## config.mk

```make
export PLATFORM = sky130hd
export DESIGN_NAME = wb_regfile_flat
export DESIGN_NICKNAME = d
export VERILOG_FILES = /design/src/rtl/wb_regfile_if.sv /design/src/rtl/wb_regfile.sv /design/src/flat_wrapper.sv
export SDC_FILE = /design/constraint.sdc
export NUM_CORES = 1
export LEC_CHECK = 0
export BUFFER_PORTS_ARGS = -buffer_cell sky130_fd_sc_hd__buf_2
export CORE_MARGIN = 1.5
export CORE_UTILIZATION = 35
export CTS_BUF_LIST = sky130_fd_sc_hd__clkbuf_4
export DETAILED_ROUTE_END_ITERATION = 10
export HOLD_SLACK_MARGIN = 0.15
export PLACE_DENSITY = 0.58
export SLEW_MARGIN = 20
export SYNTH_ARGS = -nofsm -noshare
export SYNTH_HDL_FRONTEND = slang
export SYNTH_SLANG_ARGS = --single-unit
```

## constraint.sdc

```tcl
create_clock -name clk -period 2.9 [get_ports clk]
set_input_delay 0.29 -clock clk [delete_from_list [all_inputs] [get_ports clk]]
set_output_delay 0.29 -clock clk [all_outputs]
set_load 0.01 [all_outputs]
```

## src/rtl/wb_regfile_if.sv

```systemverilog
// Write-back / register-file bus: phase-5 controls and data in, decode read
// ports, write-back value, last-write record and retire counter out.
interface wb_regfile_if #(
    parameter int DATA_W = 16,
    parameter int CNT_W  = 16
);
    logic              memtoreg;
    logic              regwrite;
    logic [2:0]        regdst;
    logic [DATA_W-1:0] alu_data;
    logic [DATA_W-1:0] mem_data;
    logic [2:0]        ra_addr;
    logic [2:0]        rb_addr;
    logic [DATA_W-1:0] ra_data;
    logic [DATA_W-1:0] rb_data;
    logic [DATA_W-1:0] wb_data;
    logic              lw_valid;
    logic [2:0]        lw_dst;
    logic [DATA_W-1:0] lw_data;
    logic [CNT_W-1:0]  retire_cnt;

    // Pipeline side: drives phase-5 controls/data and read addresses.
    modport master (
        output memtoreg, regwrite, regdst, alu_data, mem_data, ra_addr, rb_addr,
        input  ra_data, rb_data, wb_data, lw_valid, lw_dst, lw_data, retire_cnt
    );

    // Register-file side.
    modport slave (
        input  memtoreg, regwrite, regdst, alu_data, mem_data, ra_addr, rb_addr,
        output ra_data, rb_data, wb_data, lw_valid, lw_dst, lw_data, retire_cnt
    );
endinterface

```

## src/rtl/wb_regfile.sv

```systemverilog
// Write-back stage: selects the write-back value, commits it into an 8-entry
// register file, serves two bypassed read ports, and keeps a registered
// last-write record plus a wrapping retire counter.
module wb_regfile #(
    parameter int DATA_W = 16,
    parameter int CNT_W  = 16
) (
    input  logic         clk,
    input  logic         rst_n,
    wb_regfile_if.slave  bus
);
    localparam int NREGS = 8;

    logic [DATA_W-1:0] regs_reg [NREGS];
    logic [DATA_W-1:0] wb_next;
    logic              commit;
    logic              lw_valid_reg;
    logic [2:0]        lw_dst_reg;
    logic [DATA_W-1:0] lw_data_reg;
    logic [CNT_W-1:0]  retire_cnt_reg;

    // Write-back mux, valid regardless of regwrite.
    assign wb_next = bus.memtoreg ? bus.mem_data : bus.alu_data;
    // A write only takes effect outside reset; this also gates the bypass.
    assign commit  = rst_n && bus.regwrite;

    // One register per entry; r0 is an ordinary writable register.
    for (genvar gi = 0; gi < NREGS; gi++) begin : g_regs
        // Clear on reset, otherwise load when this entry is the commit target.
        always_ff @(posedge clk) begin
            if (!rst_n) begin
                regs_reg[gi] <= '0;
            end else if (bus.regwrite && (bus.regdst == 3'(gi))) begin
                regs_reg[gi] <= wb_next;
            end
        end
    end

    // Last-write record for the forwarding unit; dst/data hold when idle.
    always_ff @(posedge clk) begin
        if (!rst_n) begin
            lw_valid_reg <= 1'b0;
            lw_dst_reg   <= '0;
            lw_data_reg  <= '0;
        end else begin
            lw_valid_reg <= bus.regwrite;
            if (bus.regwrite) begin
                lw_dst_reg  <= bus.regdst;
                lw_data_reg <= wb_next;
            end
        end
    end

    // Retired-write counter, wraps naturally with no saturation.
    always_ff @(posedge clk) begin
        if (!rst_n) begin
            retire_cnt_reg <= '0;
        end else if (bus.regwrite) begin
            retire_cnt_reg <= retire_cnt_reg + 1'b1;
        end
    end

    assign bus.wb_data    = wb_next;
    // Same-cycle write-through so decode sees the value being committed.
    assign bus.ra_data    = (commit && bus.regdst == bus.ra_addr) ? wb_next : regs_reg[bus.ra_addr];
    assign bus.rb_data    = (commit && bus.regdst == bus.rb_addr) ? wb_next : regs_reg[bus.rb_addr];
    assign bus.lw_valid   = lw_valid_reg;
    assign bus.lw_dst     = lw_dst_reg;
    assign bus.lw_data    = lw_data_reg;
    assign bus.retire_cnt = retire_cnt_reg;
endmodule

```

## src/flat_wrapper.sv

```systemverilog
// flat-port wrapper written by rule: the top's interface ports become plain ports
module wb_regfile_flat 
#(
    parameter int DATA_W = 16,
    parameter int CNT_W  = 16
)
  (clk, rst_n, bus_memtoreg, bus_regwrite, bus_regdst, bus_alu_data, bus_mem_data, bus_ra_addr, bus_rb_addr, bus_ra_data, bus_rb_data, bus_wb_data, bus_lw_valid, bus_lw_dst, bus_lw_data, bus_retire_cnt);
  wb_regfile_if #(.DATA_W(DATA_W), .CNT_W(CNT_W)) bus_i ();
  input  logic clk;
  input  logic rst_n;
  input wire logic [$bits(bus_i.memtoreg)-1:0] bus_memtoreg;
  input wire logic [$bits(bus_i.regwrite)-1:0] bus_regwrite;
  input wire logic [$bits(bus_i.regdst)-1:0] bus_regdst;
  input wire logic [$bits(bus_i.alu_data)-1:0] bus_alu_data;
  input wire logic [$bits(bus_i.mem_data)-1:0] bus_mem_data;
  input wire logic [$bits(bus_i.ra_addr)-1:0] bus_ra_addr;
  input wire logic [$bits(bus_i.rb_addr)-1:0] bus_rb_addr;
  output wire logic [$bits(bus_i.ra_data)-1:0] bus_ra_data;
  output wire logic [$bits(bus_i.rb_data)-1:0] bus_rb_data;
  output wire logic [$bits(bus_i.wb_data)-1:0] bus_wb_data;
  output wire logic [$bits(bus_i.lw_valid)-1:0] bus_lw_valid;
  output wire logic [$bits(bus_i.lw_dst)-1:0] bus_lw_dst;
  output wire logic [$bits(bus_i.lw_data)-1:0] bus_lw_data;
  output wire logic [$bits(bus_i.retire_cnt)-1:0] bus_retire_cnt;
  assign bus_i.memtoreg = bus_memtoreg;
  assign bus_i.regwrite = bus_regwrite;
  assign bus_i.regdst = bus_regdst;
  assign bus_i.alu_data = bus_alu_data;
  assign bus_i.mem_data = bus_mem_data;
  assign bus_i.ra_addr = bus_ra_addr;
  assign bus_i.rb_addr = bus_rb_addr;
  assign bus_ra_data = bus_i.ra_data;
  assign bus_rb_data = bus_i.rb_data;
  assign bus_wb_data = bus_i.wb_data;
  assign bus_lw_valid = bus_i.lw_valid;
  assign bus_lw_dst = bus_i.lw_dst;
  assign bus_lw_data = bus_i.lw_data;
  assign bus_retire_cnt = bus_i.retire_cnt;
  wb_regfile #(.DATA_W(DATA_W), .CNT_W(CNT_W)) u_core (.clk(clk), .rst_n(rst_n), .bus(bus_i));
endmodule
```

### Yosys cells after proc, flatten, opt, wreduce, memory -nomap -nowiden

Memory sizes are Yosys's and may differ from the RTL's.
Cells that the tools add are included.

| operators by class | value |
|---|---|
| bitwise gates (word level) | 8 |
| $add $sub $neg | 1 |
| mux-type cells | 36 |
| reductions and logical operators | 12 |
| eq/ne operators | 9 |

Operators with widths:

| kind | number |
|---|---|
| 16-bit two-way mux | 11 |
| 1-bit two-way mux | 25 |
| 16-bit by 1-bit adder with 16-bit output, second input constant | 1 |
| 3-bit == test, second input constant | 4 |
| 1-bit logical AND | 11 |
| 1-bit bitwise OR | 8 |
| 3-bit by 2-bit == test with 1-bit output, second input constant | 2 |
| 3-bit == test | 2 |
| 3-bit by 1-bit == test with 1-bit output, second input constant | 1 |
| 3-bit zero test | 1 |

| storage, ports and cells | value |
|---|---|
| memories kept | 1 |
| register bits after elaboration | 36 |
| input port bits | 45 |
| output and inout port bits | 84 |
| memory bits (writable) | 128 |
| logic and storage cells | 71 |

Memory list:

| name | depth | width | rd ports | clocked after memory_dff | wr ports | RTL line | text |
|---|---|---|---|---|---|---|---|
| u_core.regs_reg | 8 | 16 | 2 | 0 | 8 | wb_regfile.sv:14 | `logic [DATA_W-1:0] regs_reg [NREGS];` |

### Longest topological paths before layout

| logic depth | value |
|---|---|
| depth after elaboration | 6 |
| gate-level depth with buffers | 6 |
| depth with buffers taken out | 5 |

### Worst setup path after synthesis

OpenSTA, ideal clock, no wires.

| timing path | value |
|---|---|
| path kind | in2reg |
| from | input bus_regdst[0] |
| to | memory u_core.regs_reg[2][0], enable pin |
| setup time | 0.411 ns |
| arrival time | 1.819 ns |
| data required time | 2.489 ns |
| path slack | 0.669 ns |
| stages on the path | 3 |
| cells stage by stage | clkbuf_1 > nand2b_1 > o21ai_0 |

RTL lines:

| what | RTL line | text |
|---|---|---|
| start: declaration | flat_wrapper.sv:13 | `input wire logic [$bits(bus_i.regdst)-1:0] bus_regdst;` |
| end: declaration | wb_regfile.sv:14 |  |

### Final worst setup path

| timing path | value |
|---|---|
| from | input bus_regdst[0] |
| to | output bus_ra_data[12] |

| between the ends | value |
|---|---|
| longest elaborated chain between the ends | 3 |

RTL lines:

| what | RTL line | text |
|---|---|---|
| 3-bit == test | wb_regfile.sv:65 | `assign bus.ra_data = (commit && bus.regdst == bus.ra_addr) ? wb_next : regs_reg[bus.ra_addr];` |
| 1-bit logical AND | wb_regfile.sv:65 |  |
| 16-bit two-way mux | wb_regfile.sv:65 |  |
| end: declaration | flat_wrapper.sv:18 | `output wire logic [$bits(bus_i.ra_data)-1:0] bus_ra_data;` |

No other way between the ends.

==> summary.txt <==
Yosys
  – Synth unique cells: 31
  – Leading area contributor after synthesis: edfxtp_1
  – Register bit total from synthesis: 164
  – Primary FF master, synth: edfxtp_1
  – Synth warn: 0
  – Post-synth EDFFs: 128
  – Syn Inst Count: 681
  – Synth area leaders: edfxtp_1 45%, mux4_2 17%, dfxtp_1 8.4%, nor2_1 7.1%, a211oi_2 3.9%
  – Share of the synthesized area in the top cell type: 44.9%
  – Post-synth ARST share: 0%
  – Seq/Total Area, Yosys: 53.3%
  – Post-synthesis cell area: 8560 µm²
  – Mean Syn Cell Area: 12.6 µm²
  – Mapped Nets: 727

Global route
  – Initial antenna violation count: 1
  – Vias in the first global route: 5,927
  – Remaining Overflow, GRT: 0
  – Largest net degree at the start of global routing: 41
  – GRT Util Overall: 19.3%
  – Global-route wire length before repair: 36,800 µm

Power and ir drop
  – Pwr/cell area: 507 nW/µm²
  – Leak pwr: 3.80 nW
  – Peak VDD IR: 0.299 mV
  – Total power: 5.09 mW

Finish
  – Share of cells above drive strength 1: 36.2%
  – Layout area overhead: 17.1%
  – Layout Nets: 858
  – Filler cell count: 2,286
  – Max reg flops: 128
  – Final instance area: 10,000 µm²

STA
  – Slew Viols, Final: 0
  – Final setup violation count: 0
  – RSZ-0062 raised after global routing: no
  – TNS Setup: 0 ps
  – WHS: 186 ps
  – Final-report hold violation count: 0
  – Final Cycle Share: 94.7%
  – Post-route setup slack: 155 ps
  – Rel. slew slack: 38.2%
  – Worst Skew: 6.19 ps
  – Worst-margin pin slew: 902 ps
  – Max Fclk: 364 MHz
  – Min Tclk post-route: 2750 ps

Detailed routing
  – Vias per cell: 5.29
  – Vias: 6,082
  – DR pass1 iterations: 7
  – Iter 0 DRT Violations: 772
  – DR DRC count: 0
  – Per-cell routed wire length: 20.7 µm
  – Routed Antenna Nets: 0
  – Routed WL: 23,800 µm

Clock tree
  – CTS tree: built
  – Worst skew pair latency: 580 ps
  – H-tree depth: 4
  – Clock sinks: 164
  – Reg clk slew, reported paths: 140 ps
  – Num CTS Buffers: 17
  – CTS Buffer Depth: 2
  – Root buffer cell: clkbuf_4

Run
  – Max-cap check violation count: 0

Setup path
  – Crit. End Element: output port
  – CP cell instances: dlygate4sd3_1, buf_2, xor2_1, nor4_4, buf_12, a211oi_2, a21oi_1, buf_2
  – Reg2reg setup slack: 1230 ps
  – Crit path launch type: primary input
  – Crit-path slowest cell: dlygate4sd3_1
  – CP most frequent cell: buf_2
  – Maximum single-stage delay on the critical path: 540 ps
  – Worst path required time: 2610 ps
  – Max FO, Critical Path: 32
  – Crit Path Category: in -> out
  – Worst EP arrival: 2460 ps

Floorplanning
  – Die area: 25,400 µm²
  – Starting Density: 35.4%
  – Boundary Pins: 129
  – Std cell rows: 57
  – Die height: 159 µm
  – Die X: 159 µm
  – Core Footprint: 24,200 µm²

Placement
  – Post-Place Worst Slack: 578 ps
  – Post-DP HPWL: 15,800 µm
  – Gpl congestion: 0.784
  – Port Buffers: 128
  – Post-placement cell area: 9660 µm²

Min path
  – Worst Hold Class: in -> reg

Run status
  – Status: complete, no violations
metrics by stage:
step	util [%]	cells
after floorplan	-	681
after global placement	40.0	1111
after detailed placement	40.0	1111
after CTS	41.4	1149
after global routing	41.4	1150
final	41.4	1150
layout by cell type (no fill, tap or decap), drive strengths merged, types with 6 or more instances in the layout:
cell | Yosys | final
a211oi | 48 | 48
a21oi | 37 | 37
buf | 29 | 171
clkbuf | 36 | 19
dfxtp | 36 | 36
dlygate4sd3 | 0 | 6
edfxtp | 128 | 128
inv | 18 | 22
mux2i | 19 | 19
mux4 | 64 | 64
nand2 | 15 | 15
nand3 | 7 | 7
nor2 | 161 | 161
nor2b | 34 | 34
o21ai | 11 | 11
xor2 | 14 | 14
power breakdown:
| part | leakage [nW] | internal (mW) | switching [mW] | total [mW] |
|---|---|---|---|---|
| Clock | 0.150 | 0.544 | 0.844 | 1.39 |
| Combinational | 2.12 | 0.423 | 0.520 | 0.943 |
| Sequential | 1.53 | 2.68 | 0.0762 | 2.75 |
| Total | 3.80 | 3.64 | 1.44 | 5.09 |
path summary, 6_finish.rpt:
| path | start | end | cells past startpoint |
|---|---|---|---|
| max | bus_regdst[0] | bus_ra_data[12] | 8 |
| min | bus_regdst[2] | u_core.bus.lw_dst[2] | 3 |
| max reg2reg | u_core.bus.retire_cnt[0] | u_core.bus.retire_cnt[10] | 5 |
| min reg2reg | u_core.bus.lw_data[6] | u_core.bus.lw_data[6] | 2 |
layout make-up:
class                           instances  area [µm²]  area share [%]
Sequential cell                       164        4560            45.5
Tap cell                              324         405            4.05
Clock buffer                           19         143            1.42
Multi-Input combinational cell        434        3610            36.1
Clock inverter                         13         150            1.50
Antenna cell                            1        2.50          0.0250
Timing Repair Buffer                  177        1070            10.7
Inverter                               18        67.6           0.674
what timing repair did:
item | in CTS | in global routing
buffers inserted | 0 | 0
endpoints found under the setup margin | 0 | 1
hold buffers | 6 | 0
gates resized for setup | 0 | 1
endpoints found under the hold margin | 6 | 0
per-layer routing:
layer  up-vias  wire, µm  track usage (%)
li1       2782         -                -
met3        21      1590             3.26
met4         0       286             4.76
met2       250     11100             30.4
met5         -         0                0
met1      3029     10800             27.9
cell families after synthesis:
logic type / share of synthesized area (%)
compound gates: 8.77
xor+xnor: 1.64
fa+ha+maj: 0.146
buf+inv: 4.58
flops: 53.3
mux: 19.1
simple gates: 12.5
worst max-delay path: cells and delay by family:
kind            cells  cell delay (ps)
xor+xnor            1              220
compound gates      2              370
simple gates        1              320
buf+inv             4             1220
synth_stat cells, drive strengths merged (2+ instances only):
cell type	number
a211oi	48
a21oi	37
and4	3
buf	29
clkbuf	36
dfxtp	36
edfxtp	128
inv	18
mux2i	19
mux4	64
nand2	15
nand2b	4
nand3	7
nand4	4
nor2	161
nor2b	34
nor4	2
o21ai	11
o31ai	2
or3	4
xnor2	2
xor2	14
Power figures use the tool's default switching activity.
